File: src/rtl/memory_stage.sv
// RV32I memory stage: drives the data-memory handshake for loads and stores
// and registers results into the writeback (E) pipeline register.
module memory_stage #(
    parameter int         DATA_WIDTH = 32,
    parameter logic [3:0] TIMEOUT    = 4'd15
) (
    input  logic                  clk,
    input  logic                  rst_n,
    input  logic                  RegWriteD,
    input  logic                  MemWriteD,
    input  logic [1:0]            ResultSrcD,
    input  logic [DATA_WIDTH-1:0] PCPlus4D,
    input  logic [DATA_WIDTH-1:0] ALUResultD,
    input  logic [DATA_WIDTH-1:0] MemWriteDataD,
    input  logic [4:0]            RdD,
    input  logic [2:0]            Funct3D,
    output logic                  mem_req,
    output logic                  mem_we,
    output logic [DATA_WIDTH-1:0] mem_addr,
    output logic [DATA_WIDTH-1:0] mem_wdata,
    output logic [3:0]            mem_be,
    input  logic [DATA_WIDTH-1:0] mem_rdata,
    input  logic                  mem_ready,
    output logic                  StallM,
    output logic [4:0]            RdDH,
    output logic                  RegWriteDH,
    output logic [DATA_WIDTH-1:0] ForwardALUResultDH,
    output logic                  RegWriteE,
    output logic [1:0]            ResultSrcE,
    output logic [4:0]            RdE,
    output logic [DATA_WIDTH-1:0] ALUResultE,
    output logic [DATA_WIDTH-1:0] ReadDataE,
    output logic [DATA_WIDTH-1:0] PCPlus4E,
    output logic                  FaultE,
    output logic [1:0]            FaultCauseE
);

    typedef enum logic {
        S_IDLE,
        S_WAIT
    } state_t;

    state_t     state;
    logic [3:0] cnt;

    logic        access;
    logic        load;
    logic        illegal;
    logic        misal;
    logic        fault;
    logic [1:0]  cause;
    logic        timeout;
    logic [7:0]  rbyte;
    logic [15:0] rhalf;
    logic [31:0] rext;

    assign access  = MemWriteD | (ResultSrcD == 2'b01);
    assign load    = access & ~MemWriteD;
    assign illegal = MemWriteD ? (Funct3D > 3'b010)
                               : (Funct3D == 3'b011 || Funct3D[2:1] == 2'b11);
    assign misal   = (Funct3D[1:0] == 2'b01 && ALUResultD[0])
                   | (Funct3D[1:0] == 2'b10 && ALUResultD[1:0] != 2'b00);
    assign fault   = access & (illegal | misal);
    assign cause   = illegal ? 2'b10 : 2'b01;

    // cnt counts completed wait cycles; the stall then lasts TIMEOUT+1 cycles
    assign timeout = (state == S_WAIT) & ~mem_ready
                   & (cnt == TIMEOUT - 4'd1);

    assign mem_req = rst_n & ((state == S_WAIT) ? ~timeout
                                                : access & ~fault);
    assign StallM  = rst_n & ((state == S_WAIT) ? ~mem_ready
                                                : access & ~fault & ~mem_ready);
    assign mem_we   = mem_req & MemWriteD;
    assign mem_addr = {ALUResultD[31:2], 2'b00};

    assign RdDH               = RdD;
    assign RegWriteDH         = RegWriteD;
    assign ForwardALUResultDH = ALUResultD;

    always_comb begin
        mem_wdata = MemWriteDataD;
        mem_be    = 4'b1111;
        unique case (1'b1)
            MemWriteD && Funct3D[1:0] == 2'b00: begin
                mem_wdata = {4{MemWriteDataD[7:0]}};
                mem_be    = 4'b0001 << ALUResultD[1:0];
            end
            MemWriteD && Funct3D[1:0] == 2'b01: begin
                mem_wdata = {2{MemWriteDataD[15:0]}};
                mem_be    = ALUResultD[1] ? 4'b1100 : 4'b0011;
            end
            default: ;
        endcase
    end

    always_comb begin
        case (ALUResultD[1:0])
            2'b01:   rbyte = mem_rdata[15:8];
            2'b10:   rbyte = mem_rdata[23:16];
            2'b11:   rbyte = mem_rdata[31:24];
            default: rbyte = mem_rdata[7:0];
        endcase
        rhalf = ALUResultD[1] ? mem_rdata[31:16] : mem_rdata[15:0];
        case (Funct3D)
            3'b000:  rext = {{24{rbyte[7]}}, rbyte};
            3'b100:  rext = {24'b0, rbyte};
            3'b001:  rext = {{16{rhalf[15]}}, rhalf};
            3'b101:  rext = {16'b0, rhalf};
            default: rext = mem_rdata;
        endcase
    end

    always_ff @(posedge clk or negedge rst_n) begin
        if (!rst_n) begin
            state       <= S_IDLE;
            cnt         <= 4'd0;
            RegWriteE   <= 1'b0;
            ResultSrcE  <= 2'b00;
            RdE         <= 5'd0;
            ALUResultE  <= '0;
            ReadDataE   <= '0;
            PCPlus4E    <= '0;
            FaultE      <= 1'b0;
            FaultCauseE <= 2'b00;
        end else begin
            case (state)
                S_IDLE: begin
                    if (mem_req && !mem_ready) begin
                        state <= S_WAIT;
                        cnt   <= 4'd0;
                    end
                end
                default: begin
                    if (mem_ready || timeout) state <= S_IDLE;
                    else                      cnt   <= cnt + 4'd1;
                end
            endcase

            RdE        <= RdD;
            ALUResultE <= ALUResultD;
            PCPlus4E   <= PCPlus4D;
            if (timeout) begin
                RegWriteE   <= 1'b0;
                ResultSrcE  <= ResultSrcD;
                ReadDataE   <= '0;
                FaultE      <= 1'b1;
                FaultCauseE <= 2'b11;
            end else if (StallM) begin
                RegWriteE   <= 1'b0;
                ResultSrcE  <= 2'b00;
                ReadDataE   <= '0;
                FaultE      <= 1'b0;
                FaultCauseE <= 2'b00;
            end else if (fault) begin
                RegWriteE   <= 1'b0;
                ResultSrcE  <= ResultSrcD;
                ReadDataE   <= '0;
                FaultE      <= 1'b1;
                FaultCauseE <= cause;
            end else begin
                RegWriteE   <= RegWriteD;
                ResultSrcE  <= ResultSrcD;
                ReadDataE   <= load ? rext : '0;
                FaultE      <= 1'b0;
                FaultCauseE <= 2'b00;
            end
        end
    end

endmodule
File: config.mk
export PLATFORM = sky130hd
export DESIGN_NAME = memory_stage
export DESIGN_NICKNAME = d
export VERILOG_FILES = /design/src/rtl/memory_stage.sv
export SDC_FILE = /design/constraint.sdc
export NUM_CORES = 1
export LEC_CHECK = 0
export BUFFER_PORTS_ARGS = -buffer_cell sky130_fd_sc_hd__buf_2
export CAP_MARGIN = 15
export CELL_PAD_IN_SITES_DETAIL_PLACEMENT = 0
export CELL_PAD_IN_SITES_GLOBAL_PLACEMENT = 1
export CORE_AREA = 5 5 137 139
export CTS_CLUSTER_SIZE = 20
export DETAILED_ROUTE_END_ITERATION = 8
export DIE_AREA = 0 0 142 144
export HOLD_SLACK_MARGIN = 0.1
export PLACE_DENSITY_LB_ADDON = 0.1
export SYNTH_ARGS = -nofsm -noshare
export SYNTH_HDL_FRONTEND = slang
export SYNTH_SLANG_ARGS = --single-unit
File: constraint.sdc
create_clock -name clk -period 2.1 [get_ports clk]
set_input_delay 0.105 -clock clk [delete_from_list [all_inputs] [get_ports clk]]
set_output_delay 0.105 -clock clk [all_outputs]
set_load 0.02 [all_outputs]
Yosys cells after proc, flatten, opt, wreduce, memory -nomap -nowiden
Cells that the tools add are included.
{"block": "classes", "addsub": 1, "magnitude_cmp": 1, "n_eq_ne": 13, "shift": 1, "n_mux": 31, "n_bitwise": 16, "reduce_logical": 13}
{"op": "2-to-1 mux 32 bit", "n": 4}
{"op": "one-hot mux 32 bit (4 select lines)", "n": 1}
{"op": "one-hot mux 32 bit (2 select lines)", "n": 1}
{"op": "one-hot mux 8 bit (3 select lines)", "n": 1}
{"op": "2-to-1 mux 16 bit", "n": 1}
{"op": "2-to-1 mux 4 bit", "n": 4}
{"op": "2-to-1 mux 1 bit", "n": 12}
{"op": "2-to-1 mux 2 bit", "n": 6}
{"op": "bitwise AND 1 bit", "n": 9}
{"op": "equality test 2 bit, second input constant", "n": 4}
{"op": "one-hot mux 4 bit (2 select lines)", "n": 1}
{"op": "equality test 2 x 1 -> 1 bit, second input constant", "n": 3}
{"op": "equality test 3 bit, second input constant", "n": 2}
{"op": "logical AND 1 bit", "n": 5}
{"op": "adder 4 x 1 -> 4 bit, second input constant", "n": 1}
{"op": "equality test 4 bit, second input constant", "n": 1}
{"op": "inverter 1 bit", "n": 4}
{"op": "nonzero test 2 bit", "n": 2}
{"op": "left shift 1 x 2 -> 4 bit, first input constant", "n": 1}
{"op": "equality test 3 x 1 -> 1 bit, second input constant", "n": 1}
{"op": "equality test 3 x 2 -> 1 bit, second input constant", "n": 1}
{"op": "> comparator 3 x 2 -> 1 bit, second input constant", "n": 1}
{"op": "logical NOT 3 bit", "n": 1}
{"op": "OR 1 bit", "n": 3}
{"op": "5 further kinds", "n": 6}
{"block": "totals", "regBits": 112, "inputBits": 143, "out_inout_bits": 216, "word_cells": 86}

Longest topological paths before layout
Gate-level depths: netlist (run 1).
{"block": "depth", "ltp_word": 12, "ltp_mapped": 8, "mapped_depth_nobuf": 6}

Worst setup path before layout (run 1)
No wires, ideal clock.
{"block": "synth_timing", "kind": "register -> register", "from": "register cnt[0]", "to": "register ReadDataE[21]", "setup_time_ps": 122, "t_arrival_ps": 1608, "path_slack_ps": 370, "stages_incl_launch_ff": 9, "path_buffers": 2, "cell_sequence": "dfrtp_1 inv_1 ha_1 nand3_1 nor3b_1 a2111o_1 buf_6 buf_12 nor2_4"}
{"block": "synth_between", "elab_chain_cells": 3}
{"element": "from (decl)", "line": "44", "rtl": "logic [3:0] cnt;"}
{"element": "from (signal assigned)", "line": "136", "rtl": "else cnt <= cnt + 4'd1;"}
{"element": "equality test 4 bit", "line": "68", "rtl": "& (cnt == TIMEOUT - 4'd1);"}
{"element": "bitwise AND 1 bit", "line": "68"}
{"element": "2-to-1 mux 32 bit", "line": "143", "rtl": "if (timeout) begin"}
{"element": "to (signal assigned)", "line": "164", "rtl": "ReadDataE <= load ? rext : '0;"}
{"element": "to (decl)", "line": "32", "rtl": "output logic [DATA_WIDTH-1:0] ReadDataE,"}
No other way between the ends.
A chain may end at the register's enable or synchronous reset.

Worst setup path in the final report (run 1)
{"block": "layout_timing", "from": "register cnt[0]", "to": "register ReadDataE[19]"}
The elaborated chain is that of the path after synthesis.

==> results of run 1 <==
==> through the flow <==
step / instance area [µm²] / setup slack (ns) / cells / total power, µW / utilization
floorplan: 4910 / 0.370 / 438 / 2960 / -
detailed placement: 6380 / -0.0454 / 937 / 3370 / 0.364
global route: 7730 / 0.00909 / 1056 / 5470 / 0.441
CTS: 7720 / 0.0884 / 1056 / 5290 / 0.440
finish: 7730 / 0.134 / 1056 / 5210 / 0.441
global placement: 6370 / 0.0718 / 936 / 3360 / 0.363
==> cells in the final DEF (no fill, tap or decap), types with 6 or more instances in the layout <==
cell type        n
a21oi_1         26
mux2i_1          8
dfrtp_1        112
buf_4           11
or3_1            7
a221oi_1         6
mux2_2          16
nor2_1          32
clkbuf_16        9
nor2_4           9
o21ai_0         15
buf_2          355
inv_1           10
dlygate4sd3_1  103
nand2_1         52
==> where the power goes <==
| part | leakage, µW | switching, µW | internal [µW] |
|---|---|---|---|
| registers | 0.00139 | 40.7 | 2260 |
| logic | 0.00253 | 691 | 481 |
| clock network | 0.000149 | 807 | 938 |
==> worst max-delay path by stage <==
| stage | from | depth (start not counted) | end |
|---|---|---|---|
| after global routing | cnt[0]$_DFFE_PN0P_ | 7 | ReadDataE[8]$_DFF_PN0_ |
| after floorplan | cnt[0]$_DFFE_PN0P_ | 8 | ReadDataE[21]$_DFF_PN0_ |
| after global placement | cnt[0]$_DFFE_PN0P_ | 7 | ReadDataE[10]$_DFF_PN0_ |
| after CTS | ALUResultD[0] | 7 | mem_req |
| final | cnt[0]$_DFFE_PN0P_ | 8 | ReadDataE[19]$_DFF_PN0_ |
| after detailed placement | cnt[0]$_DFFE_PN0P_ | 7 | ReadDataE[8]$_DFF_PN0_ |
==> logic make-up (layout without fill, tap and decap cells) <==
kind of cell	after synthesis	count (layout)	synth area share
AND/OR/NAND/NOR	124	124	0.125
multiplexers	25	25	0.0577
flip-flops	112	112	0.572
other	1	2	0.000765
XOR/XNOR	2	2	0.00357
adder cells (fa/ha/maj)	2	2	0.00510
AO/OA/AOI/OAI	63	63	0.0847
buffers and inverters	108	497	0.151
==> worst min-delay path, stage by stage <==
cell and delay [ns]:
buf_2 0.09, o21bai_1 0.10, nor3b_2 0.14
==> sequential cells by signal (all words and copies together), names as in the netlist <==
name,flops
RdE,5
FaultE,1
RegWriteE,1
state,1
cnt,4
ReadDataE,32
ALUResultE,32
FaultCauseE,2
PCPlus4E,32
ResultSrcE,2
==> final cells by class <==
| class | instances | area [µm²] |
|---|---|---|
| Fill cell | 1719 | 9810 |
| Timing Repair Buffer | 471 | 2920 |
| Sequential cell | 112 | 2800 |
| Multi-Input combinational cell | 218 | 1370 |
| Tap cell | 229 | 287 |
| Clock buffer | 9 | 225 |
| Clock inverter | 7 | 81.3 |
| Inverter | 10 | 37.5 |
==> timing repair <==
action / 4_1_cts / 5_1_grt
cloned: 0 / 0
hold buffers: 103 / 0
resized for setup: 1 / 2
pin swaps: 0 / 0
hold endpoints to repair: 214 / 0
setup endpoints to repair: 4 / 3
==> synthesized netlist by cell type (all sizes together) <==
cell	count
ha	2
a21o	1
or2	2
a221oi	8
o21bai	1
or3	8
nor2b	5
o22ai	1
mux2	16
nand3	4
o21ai	15
nor4	2
nand3b	1
nand2	52
nand4	1
nor2	42
a31o	1
and3	1
a2111o	1
dfrtp	112
o31a	2
o31ai	1
a21oi	28
mux2i	8
inv	10
xor2	2
mux4	1
buf	87
nand2b	3
nor3b	2
o22a	1
clkbuf	11
o2111a	2
conb	1
and2	1
o41ai	1
==> layer usage <==
| layer | vias to the layer above | global-route usage | wire length [µm] |
|---|---|---|---|
| met2 | 230 | 0.321 | 9940 |
| met1 | 2136 | 0.183 | 6510 |
| met4 | 2 | 0.0566 | 287 |
| li1 | 2135 | - | - |
| met3 | 20 | 0.0347 | 1460 |
| met5 | - | 0 | 13 |
==> flow_metrics.tcl, run 1 <==
set metrics [dict create \
    drv_cap 0 \
    final_hold_viol_count 0 \
    final_antenna_net_count 0 \
    worst_slew_pin_slew_ns 0.600 \
    cp.required_ns 2.32 \
    start_util 0.280 \
    cp_slowest_cell "dfrtp_1" \
    gp_congestion 0.837 \
    clk_path_buf_depth 2 \
    skew_ns 0.00703 \
    powerDensity_nw_per_um2 675 \
    outcome "finished clean" \
    r2r_setup_slack_ns 0.13 \
    path_clk_slew_ns 0.07 \
    vias_per_cell 4.28 \
    cts-root-buf "clkbuf_16" \
    grt_pass1_wl_um 26500 \
    tns_ns 0 \
    core_area_um2 17500 \
    r2r_start "cnt[0]$_DFFE_PN0P_" \
    rsz0062_at_grt "false" \
    grt_pass1_vias 4773 \
    rr_endpoint "ReadDataE[19]$_DFF_PN0_" \
    io_pins 359 \
    num_vias 4523 \
    period_share 0.936 \
    wirelength_um 18200 \
    crit_arrival_ns 2.18 \
    drt_first_pass_iters 4 \
    netlist_top_cells_area "dfrtp_1 (57%), buf_4 (12%), nand2_1 (4.0%)" \
    tritoncts "built" \
    die_area_um2 20400 \
    critPathBufInv 3 \
    die_width_um 142 \
    drt_iter0_drc 179 \
    hold_depth 3 \
    syn_inst 437 \
    rr_worst_depth 8 \
    port_buffers 356 \
    area_delta_synth_final_pct 57.6 \
    finalSetupViolations 0 \
    synth.avg_cell_area_um2 11.2 \
    hpwlAfterDp_um 13900 \
    grt.total_usage 0.168 \
    synth_top_area_share 0.572 \
    crit_family "buffers and inverters" \
    leakagePower_uw 0.00407 \
    avgRoutedWirePerCell_um 17.2 \
    path_cells "inv_1, ha_1, nand3_1, nor3b_1, buf_4, a2111o_1, buf_4, nor2_1" \
    ys_seq_elements 112 \
    drive_gt1_frac 0.509 \
    fmax_mhz 509 \
    die_y_um 144 \
    clk_latency_ns 0.35 \
    cpMostUsedCell "buf_4" \
    fin_crit_ns 1.97 \
    finalHoldWorstSlack_ns 0.133 \
    hp-class "in -> reg" \
    max_stage_delay_ns 0.40 \
    n_antenna_cell 0 \
    crit_type "reg -> reg" \
    slew-limit-headroom 0.596 \
    worst_ir_drop_vdd_mv 0.420 \
    ys_types 45 \
    antenna_found_initial 1 \
    cts-buffers-inserted 9 \
    start_kind "flip-flop" \
    slew_violations 0 \
    cts_sinks 112 \
    grt_max_degree 116 \
    syn-cell-area_um2 4900 \
    yosysSeqAreaShare 0.572 \
    drc 0 \
    cp-end-kind "flip-flop" \
    synth_area_leader_cell "dfrtp_1" \
    fp-row-count 49 \
    postCtsSetupBuffers 0 \
    crit_fanout 17 \
    min_to "ReadDataE[7]$_DFF_PN0_" \
    yosys_warnings 0 \
    grt-ovfl-total 0 \
    h-tree-depth 3 \
    worstHoldStart "mem_rdata[7]" \
    fin_nets 967 \
]
No activity file was read; power rests on OpenSTA's default activity.
==> inputs of run 2 (changes only) <==
- CORE_AREA: 5 5 137 139 -> 2 2 137 139
- DIE_AREA: 0 0 142 144 -> 0 0 139 141
- clock period: 2.1 -> 2.25 ns (I/O delays scaled with it)
==> flow_metrics.tcl, run 2 (same netlist as run 1, synthesis figures left out) <==
set metrics [dict create \
    cp_slowest_cell "or3_1" \
    area_delta_synth_final_pct 57.0 \
    cp-end-kind "flip-flop" \
    die_area_um2 19600 \
    slew_violations 0 \
    utilization 0.422 \
    start_util 0.268 \
    hp-class "in -> reg" \
    gp_congestion 0.792 \
    grt-ovfl-total 0 \
    io_pins 359 \
    drive_gt1_frac 0.506 \
    grt_pass1_vias 4570 \
    drv_cap 0 \
    outcome "finished clean" \
    wirelength_um 17000 \
    cts-root-buf "clkbuf_16" \
    crit_arrival_ns 2.32 \
    rr_worst_depth 7 \
    h-tree-depth 3 \
    drc 0 \
    register_area_um2 2800 \
    crit_cells 7 \
    crit_end "ReadDataE[11]$_DFF_PN0_" \
    grt_max_degree 62 \
    r2r_setup_slack_ns 0.17 \
    cts-buffers-inserted 9 \
    path_clk_slew_ns 0.07 \
    rr_endpoint "ReadDataE[11]$_DFF_PN0_" \
    crit_type "reg -> reg" \
    drt_first_pass_iters 4 \
    port_buffers 356 \
    path_cells "inv_1, ha_1, nand3_1, nor3b_1, buf_4, or3_1, a221oi_1" \
    die_width_um 139 \
    fin_crit_ns 2.08 \
    n_antenna_cell 0 \
    finalSetupViolations 0 \
    antenna_found_initial 1 \
    rsz0062_at_grt "false" \
    clk_path_buf_depth 2 \
    slew-limit-headroom 0.477 \
    clk_latency_ns 0.35 \
    drt_iter0_drc 155 \
    crit_family "simple AND/OR/NAND/NOR gates" \
    tns_ns 0 \
    leakagePower_uw 0.00406 \
    final_antenna_net_count 0 \
    fp-row-count 50 \
    final_hold_viol_count 0 \
    r2r_start "cnt[0]$_DFFE_PN0P_" \
    vias_per_cell 4.21 \
    powerDensity_nw_per_um2 618 \
    fin_nets 968 \
    skew_ns 0.00652 \
    crit_fanout 15 \
    avgRoutedWirePerCell_um 16.0 \
    start_kind "flip-flop" \
    core_area_um2 18300 \
    nFillCells 1829 \
    multi_input_area_um2 1360 \
    grt.total_usage 0.169 \
    critPathBufInv 2 \
    critPathLaunch "cnt[0]$_DFFE_PN0P_" \
    grt_pass1_wl_um 25600 \
    max_stage_delay_ns 0.61 \
    worst_slew_pin_slew_ns 0.784 \
    die_y_um 141 \
    hpwlAfterDp_um 13300 \
    worst_ir_drop_vdd_mv 0.308 \
    num_vias 4468 \
    cp.required_ns 2.49 \
    period_share 0.925 \
    tritoncts "built" \
    final_cell_mix "buf_2 (355), dfrtp_1 (112), dlygate4sd3_1 (103), nand2_1 (52), nor2_1 (32)" \
    final_common_cell "buf_2" \
    fmax_mhz 480 \
    reg_top3 "ALUResultE (32), PCPlus4E (32), ReadDataE (32)" \
    cts_sinks 112 \
]
## run 2: what timing repair did
item | 4_1_cts | 5_1_grt
resized for setup | 0 | 0
hold endpoints to repair | 214 | 0
setup buffers | 0 | 0
hold buffers | 103 | 0
## run 2: how the worst min path moves through the flow
stage / from / end / slack (ns) / cells past startpoint
floorplan: rst_n / ALUResultE[0]$_DFF_PN0_ / -0.18 / 0
global placement: PCPlus4D[3] / PCPlus4E[3]$_DFF_PN0_ / 0.22 / 1
detailed placement: PCPlus4D[8] / PCPlus4E[8]$_DFF_PN0_ / 0.22 / 1
CTS: mem_rdata[7] / ReadDataE[7]$_DFF_PN0_ / 0.13 / 3
global route: mem_rdata[7] / ReadDataE[7]$_DFF_PN0_ / 0.14 / 3
finish: mem_rdata[7] / ReadDataE[7]$_DFF_PN0_ / 0.14 / 3
## run 2: layout make-up
class	instances	area share
Timing Repair Buffer	472	0.378
Sequential cell	112	0.364
Clock inverter	7	0.00861
Multi-Input combinational cell	218	0.177
Inverter	10	0.00487
Tap cell	234	0.0380
Clock buffer	9	0.0292
## run 2: routing by layer
layer	GRT usage	up-vias	routed length, µm
met5	0	-	13
met4	0.0510	2	262
met3	0.0394	16	1150
met2	0.331	207	9320
met1	0.179	2100	6220
li1	-	2143	-
## run 2: report_power, final
group / switching [µW] / internal, µW
clock: 761 / 775
combinational: 634 / 446
sequential: 35.5 / 2110
## run 2: through the flow
stage          cell area (µm²)  hold WS (ns)  power, µW  instances  setup WS [ns]
2_1_floorplan             4910        -0.183       2760        438          0.520
3_3_place_gp              6370         0.221       3130        942          0.248
3_5_place_dp              6370         0.222       3130        942          0.166
4_1_cts                   7690         0.129       4850       1061          0.147
5_1_grt                   7700         0.138       5020       1062         0.0162
6_report                  7700         0.144       4760       1062          0.168
## run 2: tightest hold or removal path, cell delays in order
cell	delay [ns]
buf_2	0.08
o21bai_1	0.09
nor3b_2	0.16
